## src/rtl/pipe_hazard_ctrl_if.sv

```systemverilog
// Decode-side request and pipeline-control response bundle for pipe_hazard_ctrl.
// HAZARD_PERF_CNT_EN adds the perf counter signals.
interface pipe_hazard_ctrl_if #(
    parameter int unsigned RW = 4
);
    logic          id_valid;
    logic [RW-1:0] id_rs;
    logic          id_rs_used;
    logic [RW-1:0] id_rt;
    logic          id_rt_used;
    logic [RW-1:0] id_rd;
    logic          id_wr_en;
    logic          id_is_load;
    logic          id_is_breg;
    logic          id_is_hlt;
    logic          br_taken;
    logic          pc_we;
    logic          ifid_we;
    logic          ifid_flush;
    logic          idex_bubble;
    logic          stall;
    logic          halted;
`ifdef HAZARD_PERF_CNT_EN
    logic          perf_clr;
    logic [15:0]   stall_cnt;
    logic [15:0]   flush_cnt;

    modport master (
        output id_valid, id_rs, id_rs_used, id_rt, id_rt_used, id_rd, id_wr_en,
               id_is_load, id_is_breg, id_is_hlt, br_taken, perf_clr,
        input  pc_we, ifid_we, ifid_flush, idex_bubble, stall, halted, stall_cnt, flush_cnt
    );
    modport slave (
        input  id_valid, id_rs, id_rs_used, id_rt, id_rt_used, id_rd, id_wr_en,
               id_is_load, id_is_breg, id_is_hlt, br_taken, perf_clr,
        output pc_we, ifid_we, ifid_flush, idex_bubble, stall, halted, stall_cnt, flush_cnt
    );
`else
    modport master (
        output id_valid, id_rs, id_rs_used, id_rt, id_rt_used, id_rd, id_wr_en,
               id_is_load, id_is_breg, id_is_hlt, br_taken,
        input  pc_we, ifid_we, ifid_flush, idex_bubble, stall, halted
    );
    modport slave (
        input  id_valid, id_rs, id_rs_used, id_rt, id_rt_used, id_rd, id_wr_en,
               id_is_load, id_is_breg, id_is_hlt, br_taken,
        output pc_we, ifid_we, ifid_flush, idex_bubble, stall, halted
    );
`endif
endinterface

```

## src/rtl/pipe_hazard_ctrl.sv

```systemverilog
// Pipeline hazard/sequencing controller: X/M/W writer scoreboard, load-use and branch-register
// stalls, HLT drain into a sticky halt. Optional perf counters under HAZARD_PERF_CNT_EN.
module pipe_hazard_ctrl #(
    parameter int unsigned RW        = 4,
    parameter int unsigned DRAIN_CYC = 3
) (
    input logic               clk,
    input logic               rst_n,
    pipe_hazard_ctrl_if.slave hz
);
    localparam int unsigned CW = $clog2(DRAIN_CYC + 1);

    localparam logic [1:0] RUN    = 2'd0;
    localparam logic [1:0] DRAIN  = 2'd1;
    localparam logic [1:0] HALTED = 2'd2;

    typedef struct packed {
        logic          v;
        logic [RW-1:0] rd;
        logic          ld;
        logic          wr;
    } sb_ent_t;

    logic [1:0]    state_q, state_d;
    logic [CW-1:0] cnt_q, cnt_d;
    logic          live_q;
    sb_ent_t       sb_x_q, sb_m_q, sb_x_d;
    // W never hazards thanks to the register-file bypass, so only its occupancy is kept.
    logic          sb_w_v_q;

    logic in_run, load_use, breg, stall_w, hlt_go, flush_w;

    function automatic logic src_hit(sb_ent_t e, logic [RW-1:0] src, logic used);
        return e.v && e.wr && (e.rd == src) && (src != '0) && used;
    endfunction

    // Outputs hold their reset values until the first edge after reset release.
    assign in_run   = live_q && (state_q == RUN);
    assign load_use = sb_x_q.ld && (src_hit(sb_x_q, hz.id_rs, hz.id_rs_used) ||
                                    src_hit(sb_x_q, hz.id_rt, hz.id_rt_used));
    assign breg     = hz.id_is_breg && (src_hit(sb_x_q, hz.id_rs, hz.id_rs_used) ||
                                        (sb_m_q.ld && src_hit(sb_m_q, hz.id_rs, hz.id_rs_used)));
    assign stall_w  = in_run && hz.id_valid && (load_use || breg);
    assign hlt_go   = in_run && hz.id_valid && hz.id_is_hlt && !stall_w;
    assign flush_w  = in_run && hz.br_taken && !stall_w && !hlt_go;

    assign hz.stall       = stall_w;
    assign hz.pc_we       = in_run && !stall_w && !hlt_go;
    assign hz.ifid_we     = in_run && !stall_w && !hlt_go;
    assign hz.ifid_flush  = flush_w;
    assign hz.idex_bubble = in_run ? (stall_w || !hz.id_valid) : 1'b1;
    assign hz.halted      = (state_q == HALTED) && !sb_w_v_q;

    always_comb begin
        sb_x_d = '0;
        if (in_run && hz.id_valid && !stall_w) begin
            sb_x_d.v  = 1'b1;
            sb_x_d.rd = hz.id_rd;
            sb_x_d.ld = hz.id_is_load && !hz.id_is_hlt;
            sb_x_d.wr = hz.id_wr_en && !hz.id_is_hlt && (hz.id_rd != '0);
        end
    end

    always_comb begin
        state_d = state_q;
        cnt_d   = cnt_q;
        case (state_q)
            RUN: begin
                if (hlt_go) begin
                    state_d = DRAIN;
                    cnt_d   = CW'(DRAIN_CYC);
                end
            end
            DRAIN: begin
                cnt_d = cnt_q - CW'(1);
                if (cnt_q == CW'(1)) begin
                    state_d = HALTED;
                end
            end
            default: ;
        endcase
    end

    always_ff @(posedge clk or negedge rst_n) begin
        if (!rst_n) begin
            state_q  <= RUN;
            cnt_q    <= '0;
            live_q   <= 1'b0;
            sb_x_q   <= '0;
            sb_m_q   <= '0;
            sb_w_v_q <= 1'b0;
        end else begin
            state_q <= state_d;
            cnt_q   <= cnt_d;
            live_q  <= 1'b1;
            if (state_q != HALTED) begin
                sb_x_q   <= sb_x_d;
                sb_m_q   <= sb_x_q;
                sb_w_v_q <= sb_m_q.v;
            end
        end
    end

`ifdef HAZARD_PERF_CNT_EN
    logic [15:0] stall_cnt_q, flush_cnt_q;

    always_ff @(posedge clk or negedge rst_n) begin
        if (!rst_n) begin
            stall_cnt_q <= '0;
            flush_cnt_q <= '0;
        end else if (state_q != HALTED) begin
            if (hz.perf_clr) begin
                stall_cnt_q <= '0;
                flush_cnt_q <= '0;
            end else begin
                if (stall_w && (stall_cnt_q != 16'hFFFF)) stall_cnt_q <= stall_cnt_q + 16'd1;
                if (flush_w && (flush_cnt_q != 16'hFFFF)) flush_cnt_q <= flush_cnt_q + 16'd1;
            end
        end
    end

    assign hz.stall_cnt = stall_cnt_q;
    assign hz.flush_cnt = flush_cnt_q;
`endif
endmodule
```

## src/flat_wrapper.sv

```systemverilog
// flat-port wrapper written by rule: the top's interface ports become plain ports
module pipe_hazard_ctrl_flat 
#(
    parameter int unsigned RW        = 4,
    parameter int unsigned DRAIN_CYC = 3
)
  (clk, rst_n, hz_id_valid, hz_id_rs, hz_id_rs_used, hz_id_rt, hz_id_rt_used, hz_id_rd, hz_id_wr_en, hz_id_is_load, hz_id_is_breg, hz_id_is_hlt, hz_br_taken, hz_pc_we, hz_ifid_we, hz_ifid_flush, hz_idex_bubble, hz_stall, hz_halted);
  pipe_hazard_ctrl_if #(.RW(RW)) hz_i ();
  input logic clk;
  input logic rst_n;
  input wire logic [$bits(hz_i.id_valid)-1:0] hz_id_valid;
  input wire logic [$bits(hz_i.id_rs)-1:0] hz_id_rs;
  input wire logic [$bits(hz_i.id_rs_used)-1:0] hz_id_rs_used;
  input wire logic [$bits(hz_i.id_rt)-1:0] hz_id_rt;
  input wire logic [$bits(hz_i.id_rt_used)-1:0] hz_id_rt_used;
  input wire logic [$bits(hz_i.id_rd)-1:0] hz_id_rd;
  input wire logic [$bits(hz_i.id_wr_en)-1:0] hz_id_wr_en;
  input wire logic [$bits(hz_i.id_is_load)-1:0] hz_id_is_load;
  input wire logic [$bits(hz_i.id_is_breg)-1:0] hz_id_is_breg;
  input wire logic [$bits(hz_i.id_is_hlt)-1:0] hz_id_is_hlt;
  input wire logic [$bits(hz_i.br_taken)-1:0] hz_br_taken;
  output wire logic [$bits(hz_i.pc_we)-1:0] hz_pc_we;
  output wire logic [$bits(hz_i.ifid_we)-1:0] hz_ifid_we;
  output wire logic [$bits(hz_i.ifid_flush)-1:0] hz_ifid_flush;
  output wire logic [$bits(hz_i.idex_bubble)-1:0] hz_idex_bubble;
  output wire logic [$bits(hz_i.stall)-1:0] hz_stall;
  output wire logic [$bits(hz_i.halted)-1:0] hz_halted;
  assign hz_i.id_valid = hz_id_valid;
  assign hz_i.id_rs = hz_id_rs;
  assign hz_i.id_rs_used = hz_id_rs_used;
  assign hz_i.id_rt = hz_id_rt;
  assign hz_i.id_rt_used = hz_id_rt_used;
  assign hz_i.id_rd = hz_id_rd;
  assign hz_i.id_wr_en = hz_id_wr_en;
  assign hz_i.id_is_load = hz_id_is_load;
  assign hz_i.id_is_breg = hz_id_is_breg;
  assign hz_i.id_is_hlt = hz_id_is_hlt;
  assign hz_i.br_taken = hz_br_taken;
  assign hz_pc_we = hz_i.pc_we;
  assign hz_ifid_we = hz_i.ifid_we;
  assign hz_ifid_flush = hz_i.ifid_flush;
  assign hz_idex_bubble = hz_i.idex_bubble;
  assign hz_stall = hz_i.stall;
  assign hz_halted = hz_i.halted;
  pipe_hazard_ctrl #(.RW(RW), .DRAIN_CYC(DRAIN_CYC)) u_core (.clk(clk), .rst_n(rst_n), .hz(hz_i));
endmodule
```

## config.mk

```make
export PLATFORM = sky130hd
export DESIGN_NAME = pipe_hazard_ctrl_flat
export DESIGN_NICKNAME = d
export VERILOG_FILES = /design/src/rtl/pipe_hazard_ctrl_if.sv /design/src/rtl/pipe_hazard_ctrl.sv /design/src/flat_wrapper.sv
export SDC_FILE = /design/constraint.sdc
export NUM_CORES = 1
export LEC_CHECK = 0
export ABC_CLOCK_PERIOD_IN_PS = 5720
export CORE_ASPECT_RATIO = 0.75
export CORE_MARGIN = 3
export CORE_UTILIZATION = 51
export DETAILED_ROUTE_END_ITERATION = 6
export PLACE_DENSITY = 0.83
export SETUP_SLACK_MARGIN = 0.05
export SLEW_MARGIN = 40
export SYNTH_ARGS = -nofsm -noshare
export SYNTH_HDL_FRONTEND = slang
export SYNTH_SLANG_ARGS = --single-unit
```

## constraint.sdc

```tcl
create_clock -name clk -period 5.72 [get_ports clk]
set_clock_uncertainty 0.1 [all_clocks]
set_input_delay 0.858 -clock clk [delete_from_list [all_inputs] [get_ports clk]]
set_output_delay 0.858 -clock clk [all_outputs]
set_load 0.02 [all_outputs]
```

# --- Yosys cells after proc, flatten, opt, wreduce, memory -nomap -nowiden ---
# Index checks and enable logic that the tools add are counted.
totals:
  ff_bits: 20
  input_bits: 22
  output_inout_bits: 6
classes:
  addsub: 1
  n_eq_ne: 9
  mux: 7
  reduce_logical: 45
ops:
  columns: ["cell", "n"]
  rows:
  - ["$logic_and 1x1->1", 29]
  - ["$eq 4x4->1", 3]
  - ["$reduce_bool 4->1", 3]
  - ["$pmux 2 s2", 2]
  - ["$mux 7", 1]
  - ["$mux 2", 3]
  - ["$logic_not 1->1", 5]
  - ["$eq 2x1->1 const B", 2]
  - ["$logic_or 1x1->1", 4]
  - ["$ne 2x1->1 const B", 2]
  - ["$reduce_and 3->1", 1]
  - ["$eq 2x2->1 const B", 1]
  - ["$logic_not 2->1", 1]
  - ["$ne 2x2->1 const B", 1]
  - ["$reduce_and 2->1", 1]
  - ["$reduce_bool 2->1", 1]
  - ["$sub 2x1->2 const B", 1]
  - ["$mux 1", 1]

# --- Depth between registers and ports, before layout ---
logic_depth:
  depth_word: 13
  mapped_depth: 6

# --- Least setup slack after synthesis ---
# Ideal clock, no wire load.
synth_path:
  kind: "input to output"
  start: "in hz_id_rs[0]"
  end: "out hz_ifid_flush"
  arrival_ns: 2.359
  required_time_ns: 4.762
  slack_ns: 2.403
  path_stages: 4
  path_buffers: 0
  cell_sequence: "o41ai_4 > nor4_2 > o41a_2 > nor3b_1"
synth_via:
  elab_chain_len: 13
  word_cells_on_any_way: 21
synth_lines:
  columns: ["element", "line_no", "rtl"]
  rows:
  - ["from (decl)", "flat_wrapper.sv:12", "input wire logic [$bits(hz_i.id_rs)-1:0] hz_id_rs;"]
  - ["$eq 4x4->1", "pipe_hazard_ctrl.sv:34", "return e.v && e.wr && (e.rd == src) && (src != '0) && used;"]
  - ["$logic_and 1x1->1 (3 in series)", "pipe_hazard_ctrl.sv:34", null]
  - ["$logic_and 1x1->1", "pipe_hazard_ctrl.sv:42", "(sb_m_q.ld && src_hit(sb_m_q, hz.id_rs, hz.id_rs_used)));"]
  - ["$logic_or 1x1->1", "pipe_hazard_ctrl.sv:41", "assign breg = hz.id_is_breg && (src_hit(sb_x_q, hz.id_rs, hz.id_rs_used) ||"]
  - ["$logic_and 1x1->1", "pipe_hazard_ctrl.sv:41", null]
  - ["$logic_or 1x1->1 *", "pipe_hazard_ctrl.sv:43", "assign stall_w = in_run && hz.id_valid && (load_use || breg);"]
  - ["$logic_and 1x1->1 *", "pipe_hazard_ctrl.sv:43", null]
  - ["$logic_not 1->1 *", "pipe_hazard_ctrl.sv:44, pipe_hazard_ctrl.sv:45", null]
  - ["$logic_and 1x1->1", "pipe_hazard_ctrl.sv:44", "assign hlt_go = in_run && hz.id_valid && hz.id_is_hlt && !stall_w;"]
  - ["$logic_not 1->1", "pipe_hazard_ctrl.sv:45", "assign flush_w = in_run && hz.br_taken && !stall_w && !hlt_go;"]
  - ["$logic_and 1x1->1 *", "pipe_hazard_ctrl.sv:45", null]
  - ["to (decl)", "flat_wrapper.sv:24", "output wire logic [$bits(hz_i.ifid_flush)-1:0] hz_ifid_flush;"]
# Every way passes the cells marked *; elsewhere a longest branch is shown, timed or not.

# --- Final worst setup path ---
# Ends and elaborated chain as after synthesis.

==> results.md <==
* Die area at about 0.0027 sq mm
* Hold_buf cts at 0
* Highest-delay cell along the critical path: clkdlybuf4s50_1
* H-tree Lvls at 1
* Period utilization at 0.745
* Nets at around 150
* Worst Path Buf+Inv at 2
* RSZ-0062 raised after global routing: no
* Die span in x at 59.0 um
* Max-slew violations at 0
* Dpl hpwl at 1860 um
* Reg clk slew, reported paths at approximately 0.13 ns
* Synth area leader: dfrtp_1
* Max Fclk at ~230 MHz
* Cell mode on critical path: clkdlybuf4s50_1
* Util after Layout at 0.764
* Worst-Skew Late Latency at between 0.3 and 0.4 ns
* Leak at a little over 0.6 nW
* R2r setup slk at between 3 and 4 ns
* DRC violations left at 0
* Post-synth cell types at 33
* Post-placement cell area at roughly 0.0014 sq mm
* CTS tree: built
* Post-CTS Setup Bufs at 0
* Delay-heaviest family, CP: buffers and inverters
* # setup viols final at 0
* Register area share after synthesis at 0.466
* Crit. End Element: output port
* Tmin final at ~4.3 ns
* CP Launch Type: primary input
* Drt total wl at ~2400 um
* Final Hold Fails at 0
* Total of warnings raised by yosys at 0
* Ranking of synthesized cells by area: dfrtp_1, mux2_2, xnor2_1
* Power density over the cells at roughly 200 mW/mm^2
* Chip height at 45.8 um
* Clock Sinks at 20
* Worst path required time at 4.76 ns
* Crit path cell chain: clkdlybuf4s50_1 -> o41ai_4 -> nor4_2 -> o41a_2 -> nor3b_1 -> clkdlybuf4s50_1
* Post-synth top area share at 0.466
* Worst hold path class: in2async
* Initial core utilization at 0.580
* First-pass GRT wire length at just under 4000 um
* FF+latch count, synth at 20
* Area Growth Syn to Fin at 31.8%
* GRT Overall Usage at 0.200
* TNS Setup at 0 ns
* Remaining antenna violation count at 0
* I/O pins at 28
* Max_cap viols at 0
* Status: finished, final reports clean
* Fillers at 140
* Via total after detailed routing at 812
* Syn Area/Cell at 11.6 sq um
* Syn Inst Count at 93
* Slew margin rel. at 0.553
* WL per Instance at ~17 um
* Fin cells at ~140
* Synthesized net count at 116
* Initial antenna violation count at 0
* Max Fanout on Critical Path at 3
* VDD IR max at roughly 0.00021 V
* Drt pass-1 iters at 4
* Slew @ Worst Pin at approximately 0.67 ns
* Critical Path AT at between 3 and 4 ns
* Share of layout cells above drive strength 1 at 0.221
* Slowest stage delay, CP at roughly 0.64 ns
* Clk buf depth at 2
* Root buf cell: clkbuf_4
* Crit Path Category: in2out
* Port bufs at 27
* Post-CTS Resized at 0
* GPL Wtd Cong at roughly 0.76
* Cells after DPL at between 100 and 150
* # rows at 13
* Synth Cell Area at between 0.001 and 0.0015 sq mm
* DRT iter0 DRCs at 34
* Total power at between 0.2 and 0.3 mW
* # diodes at 0
* Vias in the first global route at around 830
* Pin count of the biggest net entering global routing at 21
* GR Overflow Total at 0
* Vias per cell at around 5.6
* TritonCTS Buffers at 3
* CORE AREA at about 0.0019 sq mm
* Final instance area at 0.00142 sq mm
-- per-stage QoR --
| stage | hold WS (ns) | worst slack (ns) |
|---|---|---|
| 2_1_floorplan | 0.366 | 2.40 |
| 3_3_place_gp | 0.388 | 1.51 |
| 3_5_place_dp | 0.400 | 1.45 |
| 4_1_cts | 0.377 | 1.45 |
| 5_1_grt | 0.387 | 1.37 |
| 6_report | 0.365 | 1.46 |
-- cells in the final DEF, fill, tap and decap left out, types with 2 or more instances in the layout --
master,instances
clkdlybuf4s50_1,26
dfrtp_1,20
xnor2_1,8
mux2_2,8
nand2_1,7
nor2_1,5
nand3_1,5
xor2_1,4
inv_1,4
a22o_2,4
nor3_1,3
clkbuf_4,3
o31ai_1,2
-- layer usage --
layer / vias up / share of wire / track usage
li1: 397 / - / -
met1: 388 / 0.49 / 0.272
met2: 23 / 0.45 / 0.317
met3: 4 / 0.051 / 0.0623
met4: 0 / 0.011 / 0.0407
met5: - / 0 / 0
-- cell type report --
class	count	area [sq um]	share of cell area
clock buffers	3	22.5	0.0159
inverters	5	18.8	0.0133
repair buffers	27	265	0.187
well taps	22	27.5	0.0194
flip-flops and latches	20	500	0.353
clock inverters	1	30.0	0.0212
multi-input cells	66	552	0.390
-- state kept, by name, summed over array words and instances, names as in the netlist --
register and cells:
u_core.sb_x_q 7, u_core.live_q 1, u_core.cnt_q 2, u_core.sb_m_q 7, u_core.state_q 2, u_core.sb_w_v_q 1
-- final timing paths --
kind                                              start  depth (start not counted)                      endpoint
hold reg to reg             u_core.cnt_q[1]$_DFFE_PN0P_                          2   u_core.cnt_q[1]$_DFFE_PN0P_
max in group asynchronous                         rst_n                          1  u_core.sb_x_q[4]$_DFFE_PN0P_
min in group clk            u_core.cnt_q[1]$_DFFE_PN0P_                          2   u_core.cnt_q[1]$_DFFE_PN0P_
setup / recovery                            hz_id_rs[0]                          6                 hz_ifid_flush
setup reg to reg           u_core.sb_x_q[4]$_DFFE_PN0P_                          5  u_core.sb_x_q[3]$_DFFE_PN0P_
hold / removal                                    rst_n                          1   u_core.sb_w_v_q$_DFFE_PN0P_
-- report_power, final --
part | switching (mW) | internal [mW] | total (mW)
Sequential | 0.000173 | 0.142 | 0.142
Clock | 0.0477 | 0.0709 | 0.119
Combinational | 0.0116 | 0.0165 | 0.0281
-- cell usage after synthesis --
master and instances:
buf_4 1, conb_1 1, nor3b_1 1, nor4_4 1, nor2_1 6, a22o_2 4, dfrtp_1 20, inv_1 4
o41ai_2 1, nand4_1 1, inv_2 1, o41ai_1 1, nor3_1 3, o41ai_4 1, nand3_1 5, buf_2 1
mux2i_1 1, a21oi_2 1, xor2_1 4, nor4_2 1, nand2_1 7, nor4b_1 1, a32o_1 1, o31ai_1 2
nor2b_1 1, or3_1 1, or4_1 1, xnor2_1 8, ha_1 1, o21ai_0 1, mux2_2 8, o41a_2 1
o31ai_2 1
-- cells by family (layout without fill, tap and decap cells) --
family | Yosys count | count (layout) | share of synthesized area
AND/OR/NAND/NOR | 29 | 29 | 0.154
flip-flops | 20 | 20 | 0.466
AO/OA/AOI/OAI | 14 | 14 | 0.146
XOR/XNOR | 12 | 12 | 0.0978
multiplexers | 9 | 9 | 0.0931
buffers and inverters | 7 | 36 | 0.0291
adder cells (fa/ha/maj) | 1 | 1 | 0.0116
other | 1 | 1 | 0.00349
Note: power is estimated with default switching activity, not from simulation.
